[src/rtl/i2c_pkg.sv]
// rtl/i2c_pkg.sv - shared FSM state type and default depth for the I2C register bank
package i2c_pkg;

   typedef enum logic [1:0] {
      ST_IDLE  = 2'd0,
      ST_PTR   = 2'd1,
      ST_WDATA = 2'd2,
      ST_RDATA = 2'd3
   } i2c_state_t;

   localparam int I2C_DEFAULT_DEPTH = 16;

endpackage

[src/rtl/i2c_reg_bank_mem.sv]
// rtl/i2c_reg_bank_mem.sv - byte register storage: one write port (host wins), async and registered read ports
module i2c_reg_bank_mem
   import i2c_pkg::*;
#(
   parameter int DEPTH = I2C_DEFAULT_DEPTH,
   parameter int AW    = $clog2(DEPTH)
) (
   input  logic          pclk,
   input  logic          presetn,
   input  logic          host_we,
   input  logic [AW-1:0] host_addr,
   input  logic [7:0]    host_wdata,
   input  logic          i2c_we,
   input  logic [AW-1:0] i2c_addr,
   input  logic [7:0]    i2c_wdata,
   input  logic [AW-1:0] raddr_a,
   output logic [7:0]    rdata_a,
   input  logic [AW-1:0] raddr_q,
   output logic [7:0]    rdata_q
);

   logic [7:0] mem [DEPTH];

   // The registered port samples the array before this edge's write lands,
   // so a change becomes visible on rdata_q one cycle later.
   always_ff @(posedge pclk) begin
      if (!presetn) begin
         for (int i = 0; i < DEPTH; i++) begin
            mem[i] <= 8'h00;
         end
         rdata_q <= 8'h00;
      end else begin
         if (host_we) begin
            mem[host_addr] <= host_wdata;
         end else if (i2c_we) begin
            mem[i2c_addr] <= i2c_wdata;
         end
         rdata_q <= mem[raddr_q];
      end
   end

   assign rdata_a = mem[raddr_a];

endmodule

[src/rtl/i2c_reg_bank.sv]
// rtl/i2c_reg_bank.sv - I2C slave register bank; I2C_REG_BANK_WRAP_EN selects pointer wrap, else saturate with ovf
module i2c_reg_bank
   import i2c_pkg::*;
#(
   parameter int DEPTH = I2C_DEFAULT_DEPTH,
   parameter int PW    = $clog2(DEPTH)
) (
   input  logic          pclk,
   input  logic          presetn,
   input  logic          evt_start,
   input  logic          evt_stop,
   input  logic          addr_hit,
   input  logic          rw,
   input  logic          rx_valid,
   input  logic [7:0]    rx_data,
   input  logic          tx_ack,
   output logic [7:0]    tx_data,
   input  logic          host_we,
   input  logic [PW-1:0] host_addr,
   input  logic [7:0]    host_wdata,
   output logic [7:0]    host_rdata,
   output logic          wr_evt,
   output logic [PW-1:0] wr_idx,
   output logic [PW-1:0] ptr,
   output logic          ovf
);

   i2c_state_t    state_q, state_d;
   logic [PW-1:0] ptr_q, ptr_d;
   logic [PW-1:0] wr_idx_q, wr_idx_d;
   logic          wr_evt_q, wr_evt_d;
   logic          ovf_q, ovf_d;
   logic          sat_q, sat_d;
   logic          i2c_we;
   logic          adv_req;
   logic          adv_end;
   logic [PW-1:0] adv_ptr;

   assign adv_end = (ptr_q == PW'(DEPTH - 1));

`ifdef I2C_REG_BANK_WRAP_EN
   assign adv_ptr = adv_end ? '0 : ptr_q + PW'(1);
`else
   assign adv_ptr = adv_end ? ptr_q : ptr_q + PW'(1);
`endif

   always_ff @(posedge pclk) begin
      if (!presetn) begin
         state_q  <= ST_IDLE;
         ptr_q    <= '0;
         wr_idx_q <= '0;
         wr_evt_q <= 1'b0;
         ovf_q    <= 1'b0;
         sat_q    <= 1'b0;
      end else begin
         state_q  <= state_d;
         ptr_q    <= ptr_d;
         wr_idx_q <= wr_idx_d;
         wr_evt_q <= wr_evt_d;
         ovf_q    <= ovf_d;
         sat_q    <= sat_d;
      end
   end

   // sat_q blocks further writes after the pointer pinned at the top; only a new
   // pointer load clears it, whereas ovf is cleared by any START.
   always_comb begin
      state_d  = state_q;
      ptr_d    = ptr_q;
      wr_idx_d = wr_idx_q;
      wr_evt_d = 1'b0;
      ovf_d    = ovf_q;
      sat_d    = sat_q;
      i2c_we   = 1'b0;
      adv_req  = 1'b0;

      if (evt_start) begin
         ovf_d = 1'b0;
      end

      unique case (state_q)
         ST_PTR: begin
            if (rx_valid) begin
               ptr_d   = rx_data[PW-1:0];
               sat_d   = 1'b0;
               state_d = ST_WDATA;
            end
         end
         ST_WDATA: begin
            if (rx_valid && !sat_q) begin
               i2c_we   = 1'b1;
               wr_evt_d = 1'b1;
               wr_idx_d = ptr_q;
               adv_req  = 1'b1;
            end
         end
         ST_RDATA: begin
            if (tx_ack) begin
               adv_req = 1'b1;
            end
         end
         default: begin
         end
      endcase

      if (adv_req) begin
         ptr_d = adv_ptr;
`ifdef I2C_REG_BANK_WRAP_EN
`else
         if (adv_end) begin
            ovf_d = 1'b1;
            sat_d = 1'b1;
         end
`endif
      end

      // A byte arriving with STOP has already been handled above.
      if (evt_stop) begin
         state_d = ST_IDLE;
      end
      if (addr_hit) begin
         state_d = rw ? ST_RDATA : ST_PTR;
      end
   end

   i2c_reg_bank_mem #(
      .DEPTH (DEPTH),
      .AW    (PW)
   ) u_mem (
      .pclk       (pclk),
      .presetn    (presetn),
      .host_we    (host_we),
      .host_addr  (host_addr),
      .host_wdata (host_wdata),
      .i2c_we     (i2c_we),
      .i2c_addr   (ptr_q),
      .i2c_wdata  (rx_data),
      .raddr_a    (host_addr),
      .rdata_a    (host_rdata),
      .raddr_q    (ptr_q),
      .rdata_q    (tx_data)
   );

   assign ptr    = ptr_q;
   assign wr_evt = wr_evt_q;
   assign wr_idx = wr_idx_q;
   assign ovf    = ovf_q;

endmodule

[config.mk]
export PLATFORM = sky130hd
export DESIGN_NAME = i2c_reg_bank
export DESIGN_NICKNAME = d
export VERILOG_FILES = /design/src/rtl/i2c_pkg.sv /design/src/rtl/i2c_reg_bank_mem.sv /design/src/rtl/i2c_reg_bank.sv
export SDC_FILE = /design/constraint.sdc
export NUM_CORES = 1
export LEC_CHECK = 0
export ABC_AREA = 1
export CAP_MARGIN = 25
export CORE_ASPECT_RATIO = 1.5
export CORE_MARGIN = 10
export CORE_UTILIZATION = 65
export DETAILED_ROUTE_END_ITERATION = 8
export HOLD_SLACK_MARGIN = 0.15
export PLACE_DENSITY_LB_ADDON = 0.08
export SYNTH_ARGS = -nofsm -noshare
export SYNTH_HDL_FRONTEND = slang
export SYNTH_SLANG_ARGS = --single-unit
export TNS_END_PERCENT = 10
[constraint.sdc]
create_clock -name pclk -period 6.85 [get_ports pclk]
set_input_delay 1.0275 -clock pclk [delete_from_list [all_inputs] [get_ports pclk]]
set_output_delay 1.0275 -clock pclk [all_outputs]
set_load 0.03 [all_outputs]
==> reports/qor.csv <==
stage,metric,value,unit
detailed_routing,ant_nets,0,
final_layout,fin_nets,999,
clocking,hold_buffers,0,
hold_path,hold_class,reg2reg,
sta,tightest_slew,1.083,ns
worst_setup_path,crit_start,host_addr[2],
run,drv_cap,0,
worst_setup_path,cp-endpoint,host_rdata[7],
power_and_ir_drop,max-vdd-ir-drop,0.2229,mV
final_layout,areaGrowthSynthToFinish,9.826,%
detailed_routing,drtIter0Drc,1096,
worst_setup_path,r2r_start,state_q[1]$_SDFFE_PN0P_,
yosys,synth-seq-cells,149,
clocking,cts_max_level,4,
floorplan,die_w,117.2,µm
clocking,post_cts_buffers,0,
place,port_buffers,54,
yosys,yosys_warnings,0,
worst_setup_path,ff2ff_path_depth,6,
worst_setup_path,crit_required,5.82,ns
yosys,yosysSeqAreaShare,46.32,%
grt,grt-ovfl-total,0,
detailed_routing,wire_per_inst,23.48,µm
yosys,syn-num-nets,991,
power_and_ir_drop,power.density,236.4,nW/µm²
worst_setup_path,reg2reg_to,u_mem.mem[13][3]$_SDFFCE_PN0P_,
worst_setup_path,rrSetupSlack,3.61,ns
clocking,cts_resized,0,
sta,period_minus_slack,5.074,ns
clocking,clock_latency,0.44,ns
grt,grt_max_degree,118,
worst_setup_path,critPathCaptureType,output port,
sta,grt_setup_unrepaired,false,
yosys,syn_avg_cell_area,9.580,µm²
floorplan,rows,53,
run_status,outcome,finished clean,
grt,grt_pass1_wl,40.58,mm
sta,fmax,197.1,MHz
worst_setup_path,path_class,in2out,
worst_setup_path,worstPathMaxFanout,18,
sta,finalMaxSlewViolations,0,
place,dp.final_hpwl,18.28,mm
floorplan,io_pins,55,
detailed_routing,via_per_inst,6.626,
floorplan,core_region_area,13930,µm²
grt,antenna_found_initial,0,
clocking,cts.path.max_buffers,2,
clocking,cts.clk_slew.worst_paths,0.06,ns
detailed_routing,wl,26.93,mm
sta,post-route-period-util,74.08,%
grt,grtUsageTotal,27.68,%
place,dpl_worst_slack,2.017,ns
place,gp_congestion,1.083,
detailed_routing,drc,0,
worst_setup_path,cp.arrival,4.05,ns
power_and_ir_drop,p_leak,3.458,nW
grt,grt_pass1_vias,7028,
final_layout,antennaDiodeCount,0,
yosys,synthCells,961,
detailed_routing,firstDrtPassIters,6,
clocking,cts_sinks,149,
sta,setup_viol,0,
yosys,ys_types,31,
floorplan,fp.dieArea,19420,µm²
detailed_routing,vias,7600,
worst_setup_path,cp-start-kind,primary input,
final_layout,drive_gt1_share,21.89,%
sta,hold_viol_final,0,
floorplan,die_h,165.8,µm
sta,maxSlewHeadroom,27.81,%
yosys,syn_area,9206,µm²
clocking,root_buffer,clkbuf_16,
clocking,numCtsBuffers,17,
floorplan,start_util,66.11,%
sta,finClkSkew,0.006373,ns
clocking,cts_tree,done,
sta,post-route-worst-setup-slack,1.776,ns
sta,final.setup.tns,0,ns
[registers in the layout (all words and copies together) (netlist names)]
| signal | count |
|---|---|
| wr_idx | 4 |
| ovf | 1 |
| state_q | 2 |
| sat_q | 1 |
| ptr | 4 |
| wr_evt | 1 |
| u_mem.mem | 128 |
| u_mem.rdata_q | 8 |
[cell usage in the layout, fill, tap and decap left out, types with 3 or more instances in the layout]
cell,count
edfxtp_1,128
nor3_2,124
nand2_1,113
nand3_1,105
o21ai_0,89
inv_1,83
a21oi_1,78
o211ai_1,58
clkdlybuf4s50_1,52
nor2_1,22
dfxtp_1,19
clkbuf_16,17
buf_2,11
nand2_2,8
clkinv_1,6
nand2_4,6
o21ai_4,6
buf_4,6
nand3_4,5
nand4_1,4
nor3_1,4
clkinv_4,4
nor2_2,3
a21oi_4,3
a31oi_1,3
clkinvlp_4,3
inv_6,3
clkbuf_2,3
[report_power, final]
part / switching, W / internal [W]
clock: 0.000382 / 0.000538
sequential: 0.0000237 / 0.00103
combinational: 0.000299 / 0.000118
[routing by layer]
layer	global-route usage, %	routed length (µm)	up-vias
met4	17.42	1761	0
met3	5.315	2435	119
met5	0	0	-
met2	43.65	13020	479
li1	-	-	3437
met1	33.60	9717	3565
[through the flow]
step / utilization [%] / power, W / hold slack [ns] / instance area, µm² / instances
after floorplan: - / 0.001344 / 0.4894 / 9206 / 961
after global placement: 67.75 / 0.001463 / 0.4598 / 9435 / 1100
after detailed placement: 67.79 / 0.001470 / 0.4574 / 9440 / 1101
after CTS: 71.96 / 0.002373 / 0.4689 / 10020 / 1133
after global routing: 72.61 / 0.002453 / 0.4981 / 10110 / 1147
final: 72.61 / 0.002390 / 0.4656 / 10110 / 1147
[cells by family after synthesis]
group           count (synthesis)  synth area share, %
flops                         149                46.32
compound gates                237                15.60
simple gates                  398                28.16
xor+xnor                        1              0.09515
buf+inv                       175                9.690
fa+ha+maj                       1               0.1359
[Yosys cell counts (all sizes together)]
library cell / count / share of area (%)
nand4: 5 / 0.50
edfxtp: 128 / 42
dfxtp: 21 / 4.6
or2: 1 / 0.068
o211ai: 58 / 4.7
nand3: 110 / 6.7
clkinv: 4 / 0.16
clkbuf: 32 / 1.3
ha: 1 / 0.14
nand2: 127 / 5.9
inv: 85 / 3.5
o21ai: 95 / 5.9
buf: 54 / 4.8
a21oi: 81 / 4.8
nor2: 27 / 1.3
xor2: 1 / 0.095
a31oi: 3 / 0.20
nor3: 128 / 14
[worst max-delay path: stages]
cell and delay [ns]:
clkdlybuf4s50_1 1.02, clkinv_1 0.70, nand3_1 0.36, nand3_1 0.13
nand2_1 0.12, clkdlybuf4s50_1 0.68
[layout make-up]
cell class,count,area [µm²]
flip-flops and latches,149,4269
multi-input cells,637,4050
fillers,1033,3815
repair buffers,75,670.6
clock buffers,18,429.2
inverters,89,334.1
well taps,165,206.4
clock inverters,14,151.4
[worst min path at each step]
stage	slack [ns]	to	cells after the start	from
2_1_floorplan	0.49	sat_q$_SDFF_PN0_	2	sat_q$_SDFF_PN0_
3_3_place_gp	0.46	ovf$_SDFF_PN0_	2	ovf$_SDFF_PN0_
3_5_place_dp	0.46	ovf$_SDFF_PN0_	2	ovf$_SDFF_PN0_
4_1_cts	0.47	ovf$_SDFF_PN0_	2	ovf$_SDFF_PN0_
5_1_grt	0.50	ovf$_SDFF_PN0_	2	ovf$_SDFF_PN0_
6_report	0.47	ovf$_SDFF_PN0_	2	ovf$_SDFF_PN0_
Note: power is estimated with default switching activity, not from simulation.
